`config.mk`:
```
export PLATFORM = sky130hd
export DESIGN_NAME = alu_seq
export DESIGN_NICKNAME = d
export VERILOG_FILES = /design/src/rtl/alu_defs.sv /design/src/rtl/alu_mul_seq.sv /design/src/rtl/alu_seq.sv
export SDC_FILE = /design/constraint.sdc
export NUM_CORES = 1
export LEC_CHECK = 0
export ABC_CLOCK_PERIOD_IN_PS = 2800
export CAP_MARGIN = 30
export CORE_MARGIN = 5
export CORE_UTILIZATION = 57
export DETAILED_ROUTE_END_ITERATION = 7
export GPL_TIMING_DRIVEN = 0
export HOLD_SLACK_MARGIN = 0.06
export PLACE_DENSITY = 0.8
export SLEW_MARGIN = 20
export SYNTH_ARGS = -nofsm -noshare
export SYNTH_HDL_FRONTEND = slang
export SYNTH_SLANG_ARGS = --single-unit
```
`constraint.sdc`:
```
create_clock -name clk -period 2.8 [get_ports clk]
set_clock_uncertainty 0.1 [all_clocks]
set_input_delay 0.42 -clock clk [delete_from_list [all_inputs] [get_ports clk]]
set_output_delay 0.42 -clock clk [all_outputs]
set_load 0.02 [all_outputs]
```
`src/rtl/alu_defs.sv`:
```
// Shared definitions for the registered ALU: opcodes and FSM state encodings.
package alu_defs;

  localparam logic [2:0] OP_ADD = 3'd0;
  localparam logic [2:0] OP_SUB = 3'd1;
  localparam logic [2:0] OP_AND = 3'd2;
  localparam logic [2:0] OP_OR  = 3'd3;
  localparam logic [2:0] OP_XOR = 3'd4;
  localparam logic [2:0] OP_NOT = 3'd5;
  localparam logic [2:0] OP_SHL = 3'd6;
  localparam logic [2:0] OP_MUL = 3'd7;

  typedef enum logic [0:0] {
    ST_IDLE = 1'b0,
    ST_MUL  = 1'b1
  } state_t;

endpackage

```
`src/rtl/alu_mul_seq.sv`:
```
// Unsigned shift-add multiplier. ld captures the operands; one partial
// product is accumulated per edge. done is high combinationally during the
// last iteration cycle, and {hi,lo} then shows the final product so the
// parent can register it on the same edge that completes the multiply.
module alu_mul_seq #(
  parameter int WIDTH = 4
) (
  input  logic             clk,
  input  logic             rst,
  input  logic             ld,
  input  logic [WIDTH-1:0] a,
  input  logic [WIDTH-1:0] b,
  output logic             busy,
  output logic             done,
  output logic [WIDTH-1:0] hi,
  output logic [WIDTH-1:0] lo
);

  localparam int CW = (WIDTH > 1) ? $clog2(WIDTH) : 1;
  localparam logic [CW-1:0] LAST = CW'(WIDTH - 1);

  logic [2*WIDTH-1:0] mcand;
  logic [WIDTH-1:0]   mplier;
  logic [2*WIDTH-1:0] acc;
  logic [CW-1:0]      cnt;
  logic [2*WIDTH-1:0] acc_next;

  // Next accumulator value: add the shifted multiplicand when the current
  // multiplier LSB is set.
  always_comb begin
    acc_next = acc;
    if (mplier[0]) acc_next = acc + mcand;
  end

  assign done = busy && (cnt == LAST);
  assign hi   = acc_next[2*WIDTH-1:WIDTH];
  assign lo   = acc_next[WIDTH-1:0];

  // Iteration registers: reset clears everything, ld restarts, busy iterates.
  always_ff @(posedge clk) begin
    if (rst) begin
      mcand  <= '0;
      mplier <= '0;
      acc    <= '0;
      cnt    <= '0;
      busy   <= 1'b0;
    end else if (ld && !busy) begin
      mcand  <= {{WIDTH{1'b0}}, a};
      mplier <= b;
      acc    <= '0;
      cnt    <= '0;
      busy   <= 1'b1;
    end else if (busy) begin
      acc    <= acc_next;
      mcand  <= mcand << 1;
      mplier <= mplier >> 1;
      cnt    <= cnt + 1'b1;
      if (cnt == LAST) busy <= 1'b0;
    end
  end

endmodule

```
`src/rtl/alu_seq.sv`:
```
// Registered WIDTH-bit ALU with status flags and a start/busy/done handshake.
// Handshake: start is sampled on a rising edge only while busy=0; S/A/B are
// captured on that same edge. done pulses for exactly one cycle when F, FH and
// the flags hold a new result; they hold until the next done. Single-cycle ops
// finish on the start edge; MUL keeps busy high for WIDTH cycles.
module alu_seq
  import alu_defs::*;
#(
  parameter int WIDTH = 4,
  localparam int SHW  = $clog2(WIDTH)
) (
  input  logic             clk,
  input  logic             rst,
  input  logic             start,
  input  logic [2:0]       S,
  input  logic [WIDTH-1:0] A,
  input  logic [WIDTH-1:0] B,
  output logic             busy,
  output logic             done,
  output logic [WIDTH-1:0] F,
  output logic [WIDTH-1:0] FH,
  output logic             C,
  output logic             Z,
  output logic             N,
  output logic             V
);

  state_t state_q, state_d;

  logic             mul_ld;
  logic             alu_ld;
  logic             mul_busy;
  logic             mul_done;
  logic [WIDTH-1:0] mul_hi;
  logic [WIDTH-1:0] mul_lo;

  logic [WIDTH:0]     sum;
  logic [WIDTH:0]     diff;
  logic [2*WIDTH-1:0] shl_ext;
  logic [SHW-1:0]     shamt;
  logic [WIDTH-1:0]   alu_f;
  logic               alu_c;
  logic               alu_v;

  alu_mul_seq #(.WIDTH(WIDTH)) u_mul (
    .clk  (clk),
    .rst  (rst),
    .ld   (mul_ld),
    .a    (A),
    .b    (B),
    .busy (mul_busy),
    .done (mul_done),
    .hi   (mul_hi),
    .lo   (mul_lo)
  );

  assign busy = mul_busy;

  // Single-cycle datapath; the shift goes through a double-width vector so
  // the last bit shifted out lands at bit WIDTH.
  always_comb begin
    shamt   = B[SHW-1:0];
    sum     = {1'b0, A} + {1'b0, B};
    diff    = {1'b0, A} - {1'b0, B};
    shl_ext = {{WIDTH{1'b0}}, A} << shamt;
    alu_f   = '0;
    alu_c   = 1'b0;
    alu_v   = 1'b0;
    case (S)
      OP_ADD: begin
        alu_f = sum[WIDTH-1:0];
        alu_c = sum[WIDTH];
        alu_v = (A[WIDTH-1] == B[WIDTH-1]) && (alu_f[WIDTH-1] != A[WIDTH-1]);
      end
      OP_SUB: begin
        alu_f = diff[WIDTH-1:0];
        alu_c = diff[WIDTH];
        alu_v = (A[WIDTH-1] != B[WIDTH-1]) && (alu_f[WIDTH-1] != A[WIDTH-1]);
      end
      OP_AND: alu_f = A & B;
      OP_OR:  alu_f = A | B;
      OP_XOR: alu_f = A ^ B;
      OP_NOT: alu_f = ~A;
      OP_SHL: begin
        alu_f = shl_ext[WIDTH-1:0];
        alu_c = (shamt != '0) && shl_ext[WIDTH];
      end
      default: ;
    endcase
  end

  // Next-state logic: accept start only in IDLE, MUL returns on mul_done.
  always_comb begin
    state_d = state_q;
    mul_ld  = 1'b0;
    alu_ld  = 1'b0;
    case (state_q)
      ST_IDLE: begin
        if (start) begin
          if (S == OP_MUL) begin
            mul_ld  = 1'b1;
            state_d = ST_MUL;
          end else begin
            alu_ld = 1'b1;
          end
        end
      end
      ST_MUL: begin
        if (mul_done) state_d = ST_IDLE;
      end
      default: state_d = ST_IDLE;
    endcase
  end

  // State register.
  always_ff @(posedge clk) begin
    if (rst) state_q <= ST_IDLE;
    else     state_q <= state_d;
  end

  // Result/flag registers; loaded only when an op completes, done pulses once.
  always_ff @(posedge clk) begin
    if (rst) begin
      done <= 1'b0;
      F    <= '0;
      FH   <= '0;
      C    <= 1'b0;
      Z    <= 1'b0;
      N    <= 1'b0;
      V    <= 1'b0;
    end else begin
      done <= 1'b0;
      if (alu_ld) begin
        done <= 1'b1;
        F    <= alu_f;
        FH   <= '0;
        C    <= alu_c;
        Z    <= (alu_f == '0);
        N    <= alu_f[WIDTH-1];
        V    <= alu_v;
      end else if (state_q == ST_MUL && mul_done) begin
        done <= 1'b1;
        F    <= mul_lo;
        FH   <= mul_hi;
        C    <= (mul_hi != '0);
        Z    <= (mul_lo == '0);
        N    <= mul_lo[WIDTH-1];
        V    <= (mul_hi != '0);
      end
    end
  end

endmodule

```
== Yosys cells after proc, flatten, opt, wreduce, memory -nomap -nowiden ==
Cells that the tools add are included.

* Register bits: 37
* Input port bits: 14
* Output and inout port bits: 14
* Logic and storage cells: 82

* Add/sub/neg operators: 4
* Equality and inequality tests: 12
* Shift operators: 1
* Muxes and demuxes: 30
* Bitwise logic cells: 5
* Reductions and logical operators: 16

{| class="wikitable"
|+ Operators with widths
! operator !! number
|-
| 4-bit one-hot mux with 7 select lines || 1
|-
| 4-bit 2-to-1 mux || 6
|-
| 1-bit 2-to-1 mux || 19
|-
| 3-bit == test (second input constant) || 4
|-
| 8-bit adder || 1
|-
| 4-bit logical NOT || 2
|-
| 8-bit 2-to-1 mux || 1
|-
| 3-bit by 2-bit == test with 1-bit output (second input constant) || 2
|-
| 1-bit logical AND || 6
|-
| 2-bit nonzero test || 3
|-
| 4-bit by 4-bit adder with 5-bit output || 1
|-
| 4-bit by 2-bit left shift with 5-bit output || 1
|-
| 4-bit by 4-bit subtractor with 5-bit output || 1
|-
| 4-bit bitwise AND || 1
|-
| 4-bit inverter || 1
|-
| 4-bit bitwise OR || 1
|-
| 1-bit one-hot mux with 2 select lines || 2
|-
| 4-bit nonzero test || 1
|-
| 2-bit OR reduction || 2
|-
| 4-bit XOR || 1
|-
| 3-bit by 1-bit == test with 1-bit output (second input constant) || 1
|-
| 3-bit logical NOT || 1
|-
| 1-bit inequality test || 3
|-
| 1-bit one-hot mux with 3 select lines || 1
|-
| other kinds (5) || 5
|}

== Longest topological paths before layout ==
* Word-level depth: 6
* Mapped depth: 10
* Depth with buffers taken out: 10

== Modules after synthesis ==
From an unflattened synthesis, not the netlist that was laid out.

* Cell total of the unflattened synthesis: 323
* Area, all modules: 2,726.4 sq um

{| class="wikitable"
|+ By module, submodules not included
! module !! times used !! cells each !! area an instance (sq um) !! seq. area each (sq um)
|-
| alu_mul_seq || 1 || 159 || 1,371.3 || 460.4
|-
| alu_seq || 1 || 164 || 1,355.0 || 260.2
|}

== Worst setup path after synthesis ==
Ideal clock, no wire load.

* Path kind: input to register
* From: in A[0]
* To: reg Z
* Library setup time: 0.070 ns
* Arrival: 2.456 ns
* Data required time: 2.630 ns
* Slack: 0.174 ns
* Cell stages on the path: 9
* Path buffers: 0
* Path through: inv_1 ha_1 inv_1 fa_1 o211ai_1 a21oi_1 or4_1 or4b_1 a21oi_1

* Longest elaborated chain between the ends: 4
* Elaborated cells between the ends (all ways): 10
* Classes of those cells: add/sub: 2; shift: 1; mux: 2; bitwise: 4; reduce/logical: 1

{| class="wikitable"
|+ Ends and longest elaborated chain
! element !! RTL line !! source
|-
| from (decl) || alu_seq.sv:16 || <nowiki>input logic [WIDTH-1:0] A,</nowiki>
|-
| 4-bit by 4-bit subtractor with 5-bit output, or another cell as far along || alu_seq.sv:64 || <nowiki>diff = {1'b0, A} - {1'b0, B};</nowiki>
|-
| 4-bit one-hot mux with 7 select lines * || alu_seq.sv:69 || <nowiki>case (S)</nowiki>
|-
| 4-bit logical NOT * || alu_seq.sv:138 || <nowiki>Z <= (alu_f == '0);</nowiki>
|-
| 1-bit 2-to-1 mux * || alu_seq.sv:133 || <nowiki>if (alu_ld) begin</nowiki>
|-
| to (signal assigned) || alu_seq.sv:138 ||
|-
| to (signal assigned) || alu_seq.sv:146 || <nowiki>Z <= (mul_lo == '0);</nowiki>
|-
| to (decl) || alu_seq.sv:23 || <nowiki>output logic Z,</nowiki>
|}

Mark *: on every way between the ends. The rest lies on a longest branch, timed or not.
A chain may end at the register's enable or synchronous reset.

== Worst setup path in the final report ==
* From: in A[2]
* To: reg Z

The elaborated chain is that of the path after synthesis.

==> impl_metrics.yaml <==
floorplanning:
  dieWidth_um: 78.3
  core-area_mm2: 0.00444
  die_area_mm2: 0.00613
  dieHeight_um: 78.3
  initial_core_util_pct: 59.8
  ios: 28
  num_rows: 24
synth:
  synthCells: 338
  yosys_warnings: 0
  synth_nets: 376
  yosysTopAreaCell: "dfxtp_1"
  synthDominantCellAreaShare_pct: 27.1
  synth-edff-count: 0
  synth_area_mm2: 0.00266
  ys_async_sr_fraction_pct: 0
  ys_types: 59
  synth.ff_latch_count: 36
  ys.flop_type: "dfxtp_1"
  avgSynthCellArea_um2: 7.86
  yosysSeqAreaShare_pct: 27.1
  synth_area_leaders: "dfxtp_1, ha_1, nor2_1"
hold_path:
  hp-class: "reg -> reg"
sta:
  tightest_slew_ns: 0.591
  finalCriticalPeriod_ns: 2.68
  finalCritPeriodShare_pct: 95.9
  relSlewSlack_pct: 60.6
  hold_violations: 0
  rsz0062_at_grt: "no"
  drv_slew: 0
  setup_violations: 0
  fin_tns_setup_ns: 0
  clock.fmax_mhz: 373
  setup_slack_ns: 0.116
routing:
  ant_nets: 0
  drc: 0
  vias: 2552
  drt-total-wl_um: 6630
  dr.pass1.iters: 4
  drt_iter0_drc: 239
  vias_per_cell: 6.02
  wl_per_cell_um: 15.6
power_and_ir_drop:
  p_int_mw: 0.842
  p_comb_share_pct: 22.8
  p_switching_mw: 0.349
  swShare_pct: 29.3
  leakage_nw: 1.25
  pwr-share-clk_pct: 32.1
  pwr-share-seq_pct: 45.2
  p_per_area_mw_per_mm2: 387
  power.total_mw: 1.19
  peakVddDrop_uv: 357
clock_tree:
  cts_root_buffer: "clkbuf_8"
  cts_buffer_depth: 2
  cts_buffers: 5
  cts_max_level: 2
  clock-sinks: 36
  insertion_delay_ns: 0.29
  cts_hold_buf: 0
  clk_pin_slew_ns: 0.07
  cts_tree: "yes"
global_route:
  grt_pass1_wl_um: 11000
  antenna_found_initial: 0
  grt_pass1_vias: 2242
  grt_use_total_pct: 22.2
  grt_max_degree: 11
  overflow: 0
setup_path:
  slowest_delay_ns: 0.59
  crit_chain: "clkdlybuf4s50_1 > inv_1 > ha_2 > xnor2_1 > a21oi_1 > nor2_1 > o32a_1 > or4b_1 > a21oi_1"
  crit_top_cell: "a21oi_1"
  critPathLaunchType: "primary input"
  path_max_fanout: 6
  r2r_setup_slack_ns: 0.27
  endpoint_kind: "register"
  crit_family: "buffers and inverters"
  cp_slowest_cell: "clkdlybuf4s50_1"
  worstPathRequired_ns: 2.92
  critPathKind: "in -> reg"
  cp.buffers_inverters: 2
  cp_data_arrival_time_ns: 2.80
place:
  post-place-ws_ns: -0.725
  gp_congestion: 0.911
  hpwl_um: 5130
  port_buffers: 26
  dpl_cell_area_mm2: 0.00298
cells_and_area:
  nets: 409
  antennaDiodeCount: 0
  fin_util_pct: 69.3
  syn2layout_area_growth_pct: 15.9
  nFillCells: 392
  final_cell_mix: "nor2_1, dfxtp_1, a21oi_1, clkdlybuf4s50_1, ha_1"
  drive_above_1_share_pct: 9.68
  final_cell_area_mm2: 0.00308
  layout.cells.most_common: "nor2_1"
run:
  cap_viol_max_count: 0
outcome:
  outcome: "finished, final reports clean"
==> final cells by class <==
class | instances | area [µm²] | area share (%)
Multi-Input combinational cell | 262 | 1780 | 57.8
Sequential cell | 36 | 721 | 23.4
Timing Repair Buffer | 26 | 240 | 7.80
Buffer | 20 | 106 | 3.46
Clock buffer | 8 | 90.1 | 2.93
Inverter | 20 | 75.1 | 2.44
Tap cell | 52 | 65.1 | 2.11
==> per-layer routing <==
layer	GRT usage, %	up-vias	part of all wire (%)
met3	4.35	9	7.0
met5	0	-	0
met1	34.6	1191	50
met2	31.7	79	42
li1	-	1273	-
met4	3.85	0	0.80
==> cells by family (layout without fill, tap and decap cells) <==
family                     Yosys count  in the layout  synth area share [%]
DFF                                 36             36                  27.1
adders and majority gates           24             24                  12.2
xor gates and xnor gates             8              8                  2.64
muxes                               14             14                  5.84
and+or+nand+nor                    124            124                  22.9
buffers and inverters               40             74                  6.74
AOI/OAI and AO/OA                   92             92                  22.6
==> cell usage after synthesis (all sizes together), types with 3 or more instances <==
| master | n |
|---|---|
| fa | 3 |
| dfxtp | 36 |
| nor2b | 4 |
| a21o | 3 |
| nor3 | 14 |
| nand2b | 5 |
| mux2i | 11 |
| inv | 20 |
| nand2 | 18 |
| nor2 | 51 |
| o21ai | 12 |
| a21oi | 34 |
| ha | 21 |
| nand3 | 7 |
| a31oi | 4 |
| clkbuf | 12 |
| buf | 8 |
| and3 | 4 |
| o211ai | 6 |
| a211oi | 11 |
| o31ai | 4 |
| nand4 | 3 |
| xnor2 | 5 |
| nor3b | 4 |
| xor2 | 3 |
| nor4 | 3 |
==> power by group through the flow <==
stage / clock [mW] / combinational, mW / sequential (mW)
final: 0.382 / 0.271 / 0.538
after global routing: 0.413 / 0.297 / 0.539
after CTS: 0.384 / 0.264 / 0.538
after detailed placement: 0 / 0.264 / 0.549
after global placement: 0 / 0.260 / 0.549
after floorplan: 0 / 0.167 / 0.557
==> path summary, 6_finish.rpt <==
check                            start           endpoint  cells past startpoint
min                  F[0]$_SDFFE_PP0P_  F[0]$_SDFFE_PP0P_                      2
max reg2reg  u_mul.acc[0]$_SDFFE_PP0P_     C$_SDFFE_PP0P_                      9
min reg2reg          F[0]$_SDFFE_PP0P_  F[0]$_SDFFE_PP0P_                      2
max                               A[2]     Z$_SDFFE_PP0P_                      9
==> metrics by stage <==
stage,hold WS [ns],std cells
after floorplan,0.359,338
after detailed placement,0.346,416
after CTS,0.356,424
after global routing,0.369,424
final,0.351,424
after global placement,0.342,416
==> worst min-delay path, delay by kind of cell, from the launching register on <==
kind	cells	cell delay, ns
flops	1	0.31
simple gates	1	0.05
compound gates	1	0.05
==> what timing repair did <==
item,CTS,global route
gates resized for setup,11,17
pin swaps,0,1
endpoints found under the setup margin,1,13
hold endpoints to repair,0,0
buffers inserted,0,0
==> state kept, by name, summed over array words and instances, names as in the netlist <==
name	flops
F	4
V	1
u_mul.busy	1
FH	4
u_mul.mcand	8
u_mul.cnt	2
u_mul.mplier	4
Z	1
done	1
state_q	1
C	1
u_mul.acc	8
No activity file was read; power rests on OpenSTA's default activity.
